--- src/rtl/charram_dram_sequencer.sv ---
// charram_dram_sequencer
//   Slot sequencer for one 4416-type character-RAM DRAM plane (16k x 4,
//   8-bit multiplexed address). Alternating 8-cycle slots give the plane
//   to the video fetcher (slot 0) and the CPU (slot 1). Each slot does
//   one row/column access and returns the nibble to the slot owner.
//
// Ports
//   i_MCLK, i_RST         clock, synchronous active-high reset
//   i_VADDR               video address, [7:0] row, [13:8] column
//   o_VDATA/_VALID        video read nibble and its one-cycle strobe
//   i_CPU_REQ/_WR/_ADDR/_DIN  CPU request (level, held until ack)
//   o_CPU_DOUT/o_CPU_ACK  CPU read nibble and one-cycle completion pulse
//   o_ADDR, o_DIN, i_DOUT DRAM multiplexed address, write data, read data
//   o_RAS_n .. o_RD_n     DRAM strobes, active low
module charram_dram_sequencer (
  input  logic        i_MCLK,
  input  logic        i_RST,
  input  logic [13:0] i_VADDR,
  output logic [3:0]  o_VDATA,
  output logic        o_VDATA_VALID,
  input  logic        i_CPU_REQ,
  input  logic        i_CPU_WR,
  input  logic [13:0] i_CPU_ADDR,
  input  logic [3:0]  i_CPU_DIN,
  output logic [3:0]  o_CPU_DOUT,
  output logic        o_CPU_ACK,
  output logic [7:0]  o_ADDR,
  output logic [3:0]  o_DIN,
  input  logic [3:0]  i_DOUT,
  output logic        o_RAS_n,
  output logic        o_CAS_n,
  output logic        o_WR_n,
  output logic        o_RD_n
);

  typedef enum logic [1:0] {
    ACC_IDLE,
    ACC_VID_RD,
    ACC_CPU_RD,
    ACC_CPU_WR
  } acc_e;

  logic [2:0]  phase;     // phase of the slot currently on the pins
  logic        slot_cpu;  // 0 = video slot, 1 = CPU slot
  acc_e        acc;       // access kind owning the current slot
  logic [13:0] acc_addr;
  logic [3:0]  acc_din;
  logic        acc_active;

  always_comb begin
    acc_active = (acc != ACC_IDLE);
  end

  // Every output is registered, so each branch below is keyed on the
  // current phase and loads the pin values for the phase that follows.
  always_ff @(posedge i_MCLK) begin
    if (i_RST) begin
      phase         <= 3'd0;
      slot_cpu      <= 1'b0;
      acc           <= ACC_VID_RD;
      acc_addr      <= '0;
      acc_din       <= '0;
      o_RAS_n       <= 1'b1;
      o_CAS_n       <= 1'b1;
      o_WR_n        <= 1'b1;
      o_RD_n        <= 1'b1;
      o_ADDR        <= '0;
      o_DIN         <= '0;
      o_VDATA       <= '0;
      o_VDATA_VALID <= 1'b0;
      o_CPU_DOUT    <= '0;
      o_CPU_ACK     <= 1'b0;
    end else begin
      phase         <= phase + 3'd1;
      o_VDATA_VALID <= 1'b0;
      o_CPU_ACK     <= 1'b0;
      case (phase)
        3'd7: begin
          // Entering p0 of the next slot: pick owner and latch the request.
          slot_cpu <= ~slot_cpu;
          o_RAS_n  <= 1'b1;
          o_CAS_n  <= 1'b1;
          o_WR_n   <= 1'b1;
          o_RD_n   <= 1'b1;
          o_DIN    <= '0;
          if (slot_cpu) begin
            acc      <= ACC_VID_RD;
            acc_addr <= i_VADDR;
            o_ADDR   <= i_VADDR[7:0];
          end else if (i_CPU_REQ) begin
            acc      <= i_CPU_WR ? ACC_CPU_WR : ACC_CPU_RD;
            acc_addr <= i_CPU_ADDR;
            acc_din  <= i_CPU_DIN;
            o_ADDR   <= i_CPU_ADDR[7:0];
          end else begin
            acc <= ACC_IDLE;
          end
        end
        3'd0: begin
          if (acc_active) o_RAS_n <= 1'b0;
        end
        3'd1: begin
          // p2: row stays on the bus for a second cycle
        end
        3'd2: begin
          // Column goes out together with /CAS so the row latch never
          // sees it; the 6-bit column sits on ADDR[6:1].
          if (acc_active) begin
            o_CAS_n <= 1'b0;
            o_ADDR  <= {1'b0, acc_addr[13:8], 1'b0};
          end
          if (acc == ACC_CPU_WR) o_DIN <= acc_din;
        end
        3'd3: begin
          if (acc == ACC_CPU_WR) o_WR_n <= 1'b0;
          else if (acc_active)   o_RD_n <= 1'b0;
        end
        3'd4: begin
          o_WR_n <= 1'b1;
          o_RD_n <= 1'b1;
        end
        3'd5: begin
          // i_DOUT is valid during p5 and is captured on this edge.
          o_DIN <= '0;
          case (acc)
            ACC_VID_RD: begin
              o_VDATA       <= i_DOUT;
              o_VDATA_VALID <= 1'b1;
            end
            ACC_CPU_RD: begin
              o_CPU_DOUT <= i_DOUT;
              o_CPU_ACK  <= 1'b1;
            end
            ACC_CPU_WR: o_CPU_ACK <= 1'b1;
            ACC_IDLE:   ;
          endcase
        end
        3'd6: begin
          o_RAS_n <= 1'b1;
          o_CAS_n <= 1'b1;
        end
      endcase
    end
  end

endmodule

--- config.mk ---
export PLATFORM = sky130hd
export DESIGN_NAME = charram_dram_sequencer
export DESIGN_NICKNAME = d
export VERILOG_FILES = /design/src/rtl/charram_dram_sequencer.sv
export SDC_FILE = /design/constraint.sdc
export NUM_CORES = 1
export LEC_CHECK = 0
export ABC_CLOCK_PERIOD_IN_PS = 3800
export BUFFER_PORTS_ARGS = -buffer_cell sky130_fd_sc_hd__clkbuf_2
export CORE_ASPECT_RATIO = 1.75
export CORE_MARGIN = 1
export CORE_UTILIZATION = 54
export DETAILED_ROUTE_END_ITERATION = 8
export PLACE_DENSITY = 0.85
export SYNTH_ARGS = -nofsm -noshare
export SYNTH_HDL_FRONTEND = slang
export SYNTH_SLANG_ARGS = --single-unit
--- constraint.sdc ---
create_clock -name i_MCLK -period 3.8 [get_ports i_MCLK]
set_input_delay 0.95 -clock i_MCLK [delete_from_list [all_inputs] [get_ports i_MCLK]]
set_output_delay 0.95 -clock i_MCLK [all_outputs]
set_load 0.03 [all_outputs]
==> results.md, run 1 <==
• **run status** complete, no violations
• **GRT busiest layer** met2
• **number of register bits inferred by synthesis** 42
• **critical path capture point type** flip-flop
• **crit-path max cell delay** 0.73 ns
• **maximum number of pins on one net before global-route repair** 48
• **post-layout net count** 305
• **Setup Skew** 0.0112 ns
• **Std-Cell Rows** 28
• **Final Hold Fails** 0
• **Antenna Diode Count** 0
• **post-DR wirelength/cell** 13.0 um
• **FF+latch area** 841 um2
• **count of boundary I/O pins** 66
• **leakage power** 0.00118 uW
• **die area** 0.00395 mm2
• **initial standard-cell utilization of the core** 57.5%
• **growth of design area from synthesis to finish** 21.3%
• **multi-input combinational cell area** 0.00107 mm2
• **unrepaired setup endpoints after global routing** no
• **count of clock tree sinks** 42
• **Final min period** 2.15 ns
• **remaining global-route overflow** 0
• **commonest non-fill, non-tap cell in the layout** sky130_fd_sc_hd__clkbuf_2
• **Final setup viols** 0
• **post-synthesis cell type count** 33
• **cell at the root of the clock tree** sky130_fd_sc_hd__clkbuf_8
• **crit-path max FO** 21
• **buffer depth of the longest clock path** 2
• **number of instances in the synthesized netlist** 200
• **drt pass-1 iters** 4
• **Worst EP arrival** 2.34 ns
• **all-layer global routing usage** 23.0%
• **number of violations of the max-capacitance limit** 0
• **overall power of the completed layout** 926 uW
• **Seq/Total Area, Yosys** 42.1%
• **dpl cells** 296
• **buffers inserted during post-CTS setup optimization** 0
• **library cell contributing the largest single delay on the critical path** sky130_fd_sc_hd__dfxtp_1
• **via count** 1,602
• **number of global-route vias before repair** 1,504
• **critical path class** reg -> reg
• **final setup margin** 1.65 ns
• **overall die width** 48.0 um
• **required arrival time at the worst endpoint** 3.99 ns
• **most frequent cells in the layout** sky130_fd_sc_hd__clkbuf_2, sky130_fd_sc_hd__dfxtp_1, sky130_fd_sc_hd__mux2i_1
• **Final Max Slew Viols** 0
• **DPL Wire Length** 2920 um
• **Setup Slack @ Placement** 1.64 ns
• **final non-filler cell total** 304
• **Total Routed Length** 3940 um
• **setup total negative slack** 0 ns
• **Pwr Density** 382 mW/mm2
• **number of antenna violations at the first check in global routing** 0
• **via-per-instance ratio** 5.27
• **total clock buffers created by CTS** 5
• **met3 global-route usage** 6.09%
• **Worst VDD drop** 0.000425 V
• **met2 GRT Util** 37.7%
• **total standard cell area after synthesis** 0.00200 mm2
• **Hold Buf Count CTS** 0
• **Filler Cell Count** 299
• **CTS resizes** 0
• **number of nets with antenna violations after routing** 0
• **Post-route DRC** 0
• **Port-buffer cells** 65
• **slew at the pin closest to its max-slew limit** 0.971 ns
• **M1 GR Usage** 25.5%
• **source-to-sink clock delay at the later pin of the worst-skew pair** 0.30 ns
• **Chip Height** 82.4 um
• **proportion of layout cells with a drive suffix above 1** 30.5%
• **Max-slew headroom** 35.2%
• **Max Clk Rate** 465 MHz
• **Final Cycle Share** 56.6%
• **cell breakdown of the critical path** ha_1, or3b_1, o211ai_4, mux2_4
• **clock tree from TritonCTS** built
• **DRT iter0 DRCs** 24
• **Ys Warns** 0
• **net count after synthesis** 247
• **routability cong.** 0.777
• **clock-pin slew reported for the worst setup and hold paths after clock tree synthesis** 0.08 ns
• **Placeable Area** 0.00347 mm2
• **classification of the worst-slack hold path** reg -> reg
• **launching element type of the critical path** flip-flop
• **global-route wire length before repair** 6420 um
• **H-tree levels** 2
• **Mean Syn Cell Area** 9.98 um2
## path summary, 6_finish.rpt
kind / startpoint / end / slack (ns) / depth (start not counted)
min: o_ADDR[2]$_SDFFE_PP0P_ / o_ADDR[2]$_SDFFE_PP0P_ / 0.48 / 2
min reg2reg: o_ADDR[2]$_SDFFE_PP0P_ / o_ADDR[2]$_SDFFE_PP0P_ / 0.48 / 2
max reg2reg: phase[2]$_SDFF_PP0_ / o_ADDR[7]$_SDFFE_PP0P_ / 1.65 / 4
max: phase[2]$_SDFF_PP0_ / o_ADDR[7]$_SDFFE_PP0P_ / 1.65 / 4
## logic make-up (layout without fill, tap and decap cells)
| kind of cell | Yosys count | count (layout) | share of synthesized area (%) |
|---|---|---|---|
| and+or+nand+nor | 62 | 62 | 17.1 |
| DFF | 42 | 42 | 42.1 |
| muxes | 38 | 38 | 19.6 |
| AOI/OAI and AO/OA | 31 | 31 | 12.0 |
| buffers and inverters | 18 | 77 | 4.01 |
| adders and majority gates | 7 | 7 | 4.39 |
| xor gates and xnor gates | 2 | 2 | 0.878 |
## cell type report
cell class | instances | share of cell area, %
well taps | 45 | 2.33
flip-flops and latches | 42 | 34.7
clock buffers | 5 | 2.84
repair buffers | 65 | 13.4
clock inverters | 3 | 1.65
multi-input cells | 140 | 44.4
inverters | 4 | 0.620
## cell usage after synthesis, drive strengths merged
library cell,instances,area (um2)
dfxtp,42,841
mux2i,36,360
nor2,29,109
clkbuf,8,30.0
nand2b,8,50.1
a211oi,7,52.6
ha,7,87.6
a211o,6,52.6
a21oi,6,30.0
buf,6,35.0
nor3b,6,45.0
a21o,4,30.0
inv,4,15.0
nor2b,4,25.0
nand4b,3,26.3
nor3,3,15.0
o21bai,3,22.5
mux2,2,30.0
nand3b,2,15.0
or2,2,12.5
xnor2,2,17.5
a21boi,1,7.51
a31oi,1,6.26
nand3,1,5.00
nand4,1,6.26
nor4b,1,8.76
o2111ai,1,8.76
o211ai,1,21.3
o21a,1,7.51
or3b,1,8.76
or4b,1,13.8
## flip-flops by register name, indices dropped and copies added (netlist names), 2 cells and up
signal,cells
o_ADDR,8
acc_addr,6
o_CPU_DOUT,4
phase,3
o_VDATA,4
acc,2
o_DIN,4
acc_din,4
## worst max-delay path: cells and delay by family, from the launching register on
family	cells	cell delay (ns)
multiplexers	1	0.34
AND/OR/NAND/NOR	1	0.41
adder cells (fa/ha/maj)	1	0.36
flip-flops	1	0.73
AO/OA/AOI/OAI	1	0.20
## stage by stage
stage                     util [%]  hold slack [ns]  instance area, um2
after global routing          69.8            0.512                2420
after CTS                     69.8            0.483                2420
after detailed placement      66.7            0.469                2310
final                         69.8            0.479                2420
after global placement        66.7            0.460                2310
after floorplan                  -            0.445                2000
## routing by layer
layer | routed length, um | vias up | part of all wire, %
met5 | 0 | - | 0
met4 | 111 | 0 | 2.8
met3 | 188 | 12 | 4.8
met1 | 1560 | 725 | 40
met2 | 2070 | 47 | 53
li1 | - | 818 | -
## power by group
part           switching [uW]  internal (uW)  leakage [uW]  total (uW)
sequential               11.3            453      0.000340         464
combinational            64.7           54.6      0.000785         119
clock                     150            193     0.0000579         343
total                     226            700       0.00118         926
Power figures use the tool's default switching activity.
==> run 2, diff against run 1 <==
ABC_CLOCK_PERIOD_IN_PS = 2000   (was 3800)
CORE_UTILIZATION = 50   (was 54)
PLACE_DENSITY = 0.79   (was 0.85)
clock period = 2 ns   (was 3.8 ns; I/O delays follow)
==> run 2 against run 1 <==
Compared with the run above: maximum frequency is 17% higher; largest power group unchanged; critical path type unchanged; die area is 7.7% higher; sequential cell count stayed put; highest routed layer unchanged.
==> results.md, run 2 (synthesis results as in run 1) <==
• **startpoint of the worst register-to-register path** phase[0]$_SDFF_PP0_
• **crit-path max FO** 8
• **H-tree levels** 2
• **all-layer global routing usage** 21.1%
• **Post-route DRC** 0
• **buffer depth of the longest clock path** 2
• **post-layout net count** 314
• **Setup Skew** 0.00409 ns
• **Filler Cell Count** 365
• **via count** 1,638
• **final setup margin** 0.156 ns
• **leakage power** 0.00123 uW
• **number of antenna violations at the first check in global routing** 0
• **Final Max Slew Viols** 0
• **run status** complete, no violations
• **r2r setup slk** 0.16 ns
• **critical path capture point type** flip-flop
• **Worst VDD drop** 0.000555 V
• **cell at the root of the clock tree** sky130_fd_sc_hd__clkbuf_8
• **Total Routed Length** 4130 um
• **switching power of the nets** 418 uW
• **drt pass-1 iters** 4
• **part of the total power dissipated in combinational logic** 13.8%
• **count of clock tree sinks** 42
• **Final Cycle Share** 92.2%
• **Final Hold Fails** 0
• **Chip Height** 85.6 um
• **clock tree from TritonCTS** built
• **initial standard-cell utilization of the core** 52.1%
• **hold-critical path depth** 3
• **count of boundary I/O pins** 66
• **end of the worst register-to-register path** o_ADDR[0]$_SDFFE_PP0P_
• **Max-slew headroom** 73.3%
• **Hold Buf Count CTS** 0
• **Std-Cell Rows** 30
• **CTS resizes** 0
• **clock-pin slew reported for the worst setup and hold paths after clock tree synthesis** 0.07 ns
• **required arrival time at the worst endpoint** 2.18 ns
• **overall die width** 49.8 um
• **origin of the worst min-delay path** i_CPU_DIN[2]
• **via-per-instance ratio** 5.20
• **Port-buffer cells** 65
• **classification of the worst-slack hold path** in -> reg
• **unrepaired setup endpoints after global routing** no
• **die area** 0.00426 mm2
• **Reg2Reg Depth** 5
• **total clock buffers created by CTS** 5
• **critical path class** reg -> reg
• **number of violations of the max-capacitance limit** 0
• **remaining global-route overflow** 0
• **DPL Wire Length** 3240 um
• **register with the highest flop count** o_ADDR
• **final design area excluding fillers** 0.00251 mm2
• **Internal** 1370 uW
• **Max Clk Rate** 542 MHz
• **global-route wire length before repair** 6860 um
• **Placeable Area** 0.00383 mm2
• **Final setup viols** 0
• **fraction of power consumed by sequential logic** 48.9%
• **cell area reported after detailed placement** 0.00240 mm2
• **Setup Slack @ Placement** 0.169 ns
• **maximum number of pins on one net before global-route repair** 30
• **hold endpoint** acc_din[2]$_SDFFE_PP0P_
• **setup total negative slack** 0 ns
• **number of nets with antenna violations after routing** 0
• **proportion of layout cells with a drive suffix above 1** 32.6%
• **Antenna Diode Count** 0
• **number of global-route vias before repair** 1,603
• **Largest register FFs** 8
• **registers with the highest flip-flop counts** o_ADDR x8, acc_addr x6
• **growth of design area from synthesis to finish** 25.7%
• **Pwr Density** 714 mW/mm2
• **DRT iter0 DRCs** 18
• **Worst EP arrival** 2.02 ns
• **commonest non-fill, non-tap cell in the layout** sky130_fd_sc_hd__clkbuf_2
• **Clock Power Share** 37.3%
• **slew at the pin closest to its max-slew limit** 0.398 ns
• **switching power as a share of total power** 23.3%
• **post-DR wirelength/cell** 13.1 um
• **buffers inserted during post-CTS setup optimization** 0
• **most frequent cells in the layout** sky130_fd_sc_hd__clkbuf_2, sky130_fd_sc_hd__dfxtp_1, sky130_fd_sc_hd__mux2i_1
• **routability cong.** 0.781
• **launching element type of the critical path** flip-flop
• **Final min period** 1.84 ns
• **source-to-sink clock delay at the later pin of the worst-skew pair** 0.29 ns
-- run 2: changes by cell type in the layout (fill, tap and decap cells not counted), sizes merged --
cell / delta
clkinv: -2
buf: +9
clkbuf: +1
-- run 2: how the worst max path moves through the flow --
stage          depth (start not counted)           startpoint                         to  slack, ns
6_report                               5  phase[0]$_SDFF_PP0_     o_ADDR[0]$_SDFFE_PP0P_       0.16
5_1_grt                                5  phase[0]$_SDFF_PP0_  acc_addr[11]$_SDFFE_PP0P_       0.04
4_1_cts                                5  phase[0]$_SDFF_PP0_     o_ADDR[7]$_SDFFE_PP0P_       0.14
3_5_place_dp                           5  phase[0]$_SDFF_PP0_     o_ADDR[0]$_SDFFE_PP0P_       0.17
3_3_place_gp                           5  phase[0]$_SDFF_PP0_     o_ADDR[7]$_SDFFE_PP0P_       0.23
2_1_floorplan                          5  phase[0]$_SDFF_PP0_     o_ADDR[0]$_SDFFE_PP0P_       0.17
-- run 2: layout make-up --
class / instances / area, um2 / share of cell area (%)
Sequential cell: 42 / 841 / 33.5
Multi-Input combinational cell: 140 / 1070 / 42.8
Timing Repair Buffer: 74 / 405 / 16.2
Inverter: 4 / 15.0 / 0.599
Clock buffer: 6 / 82.6 / 3.29
Clock inverter: 1 / 30.0 / 1.20
Tap cell: 48 / 60.1 / 2.39
-- run 2: metal layers --
metal	global-route usage (%)	vias to the layer above	share of wire, %
li1	-	838	-
met1	20.5	751	38
met2	41.8	43	56
met3	2.66	6	3.7
met4	10.1	0	2.3
met5	0	-	0
-- run 2: critical path: stages, from the launching register on --
cell                       delay [ns]
sky130_fd_sc_hd__dfxtp_1         0.40
sky130_fd_sc_hd__ha_1            0.24
sky130_fd_sc_hd__ha_1            0.17
sky130_fd_sc_hd__or3b_1          0.39
sky130_fd_sc_hd__o211ai_4        0.20
sky130_fd_sc_hd__mux2_4          0.34
-- run 2: power by group through the flow --
stage / combinational (uW) / clock [uW] / sequential [uW]
after floorplan: 126 / 0 / 927
final: 247 / 668 / 876
after CTS: 249 / 689 / 876
after global routing: 270 / 719 / 880
after global placement: 242 / 0 / 894
after detailed placement: 247 / 0 / 896
-- run 2: per-stage QoR --
step / hold WS [ns] / utilization (%) / total power [uW] / instances
3_3_place_gp: 0.462 / 62.6 / 1140 / 308
6_report: 0.442 / 65.5 / 1790 / 315
4_1_cts: 0.436 / 65.5 / 1810 / 315
3_5_place_dp: 0.469 / 62.6 / 1140 / 308
2_1_floorplan: 0.445 / - / 1050 / 200
5_1_grt: 0.454 / 65.5 / 1870 / 315
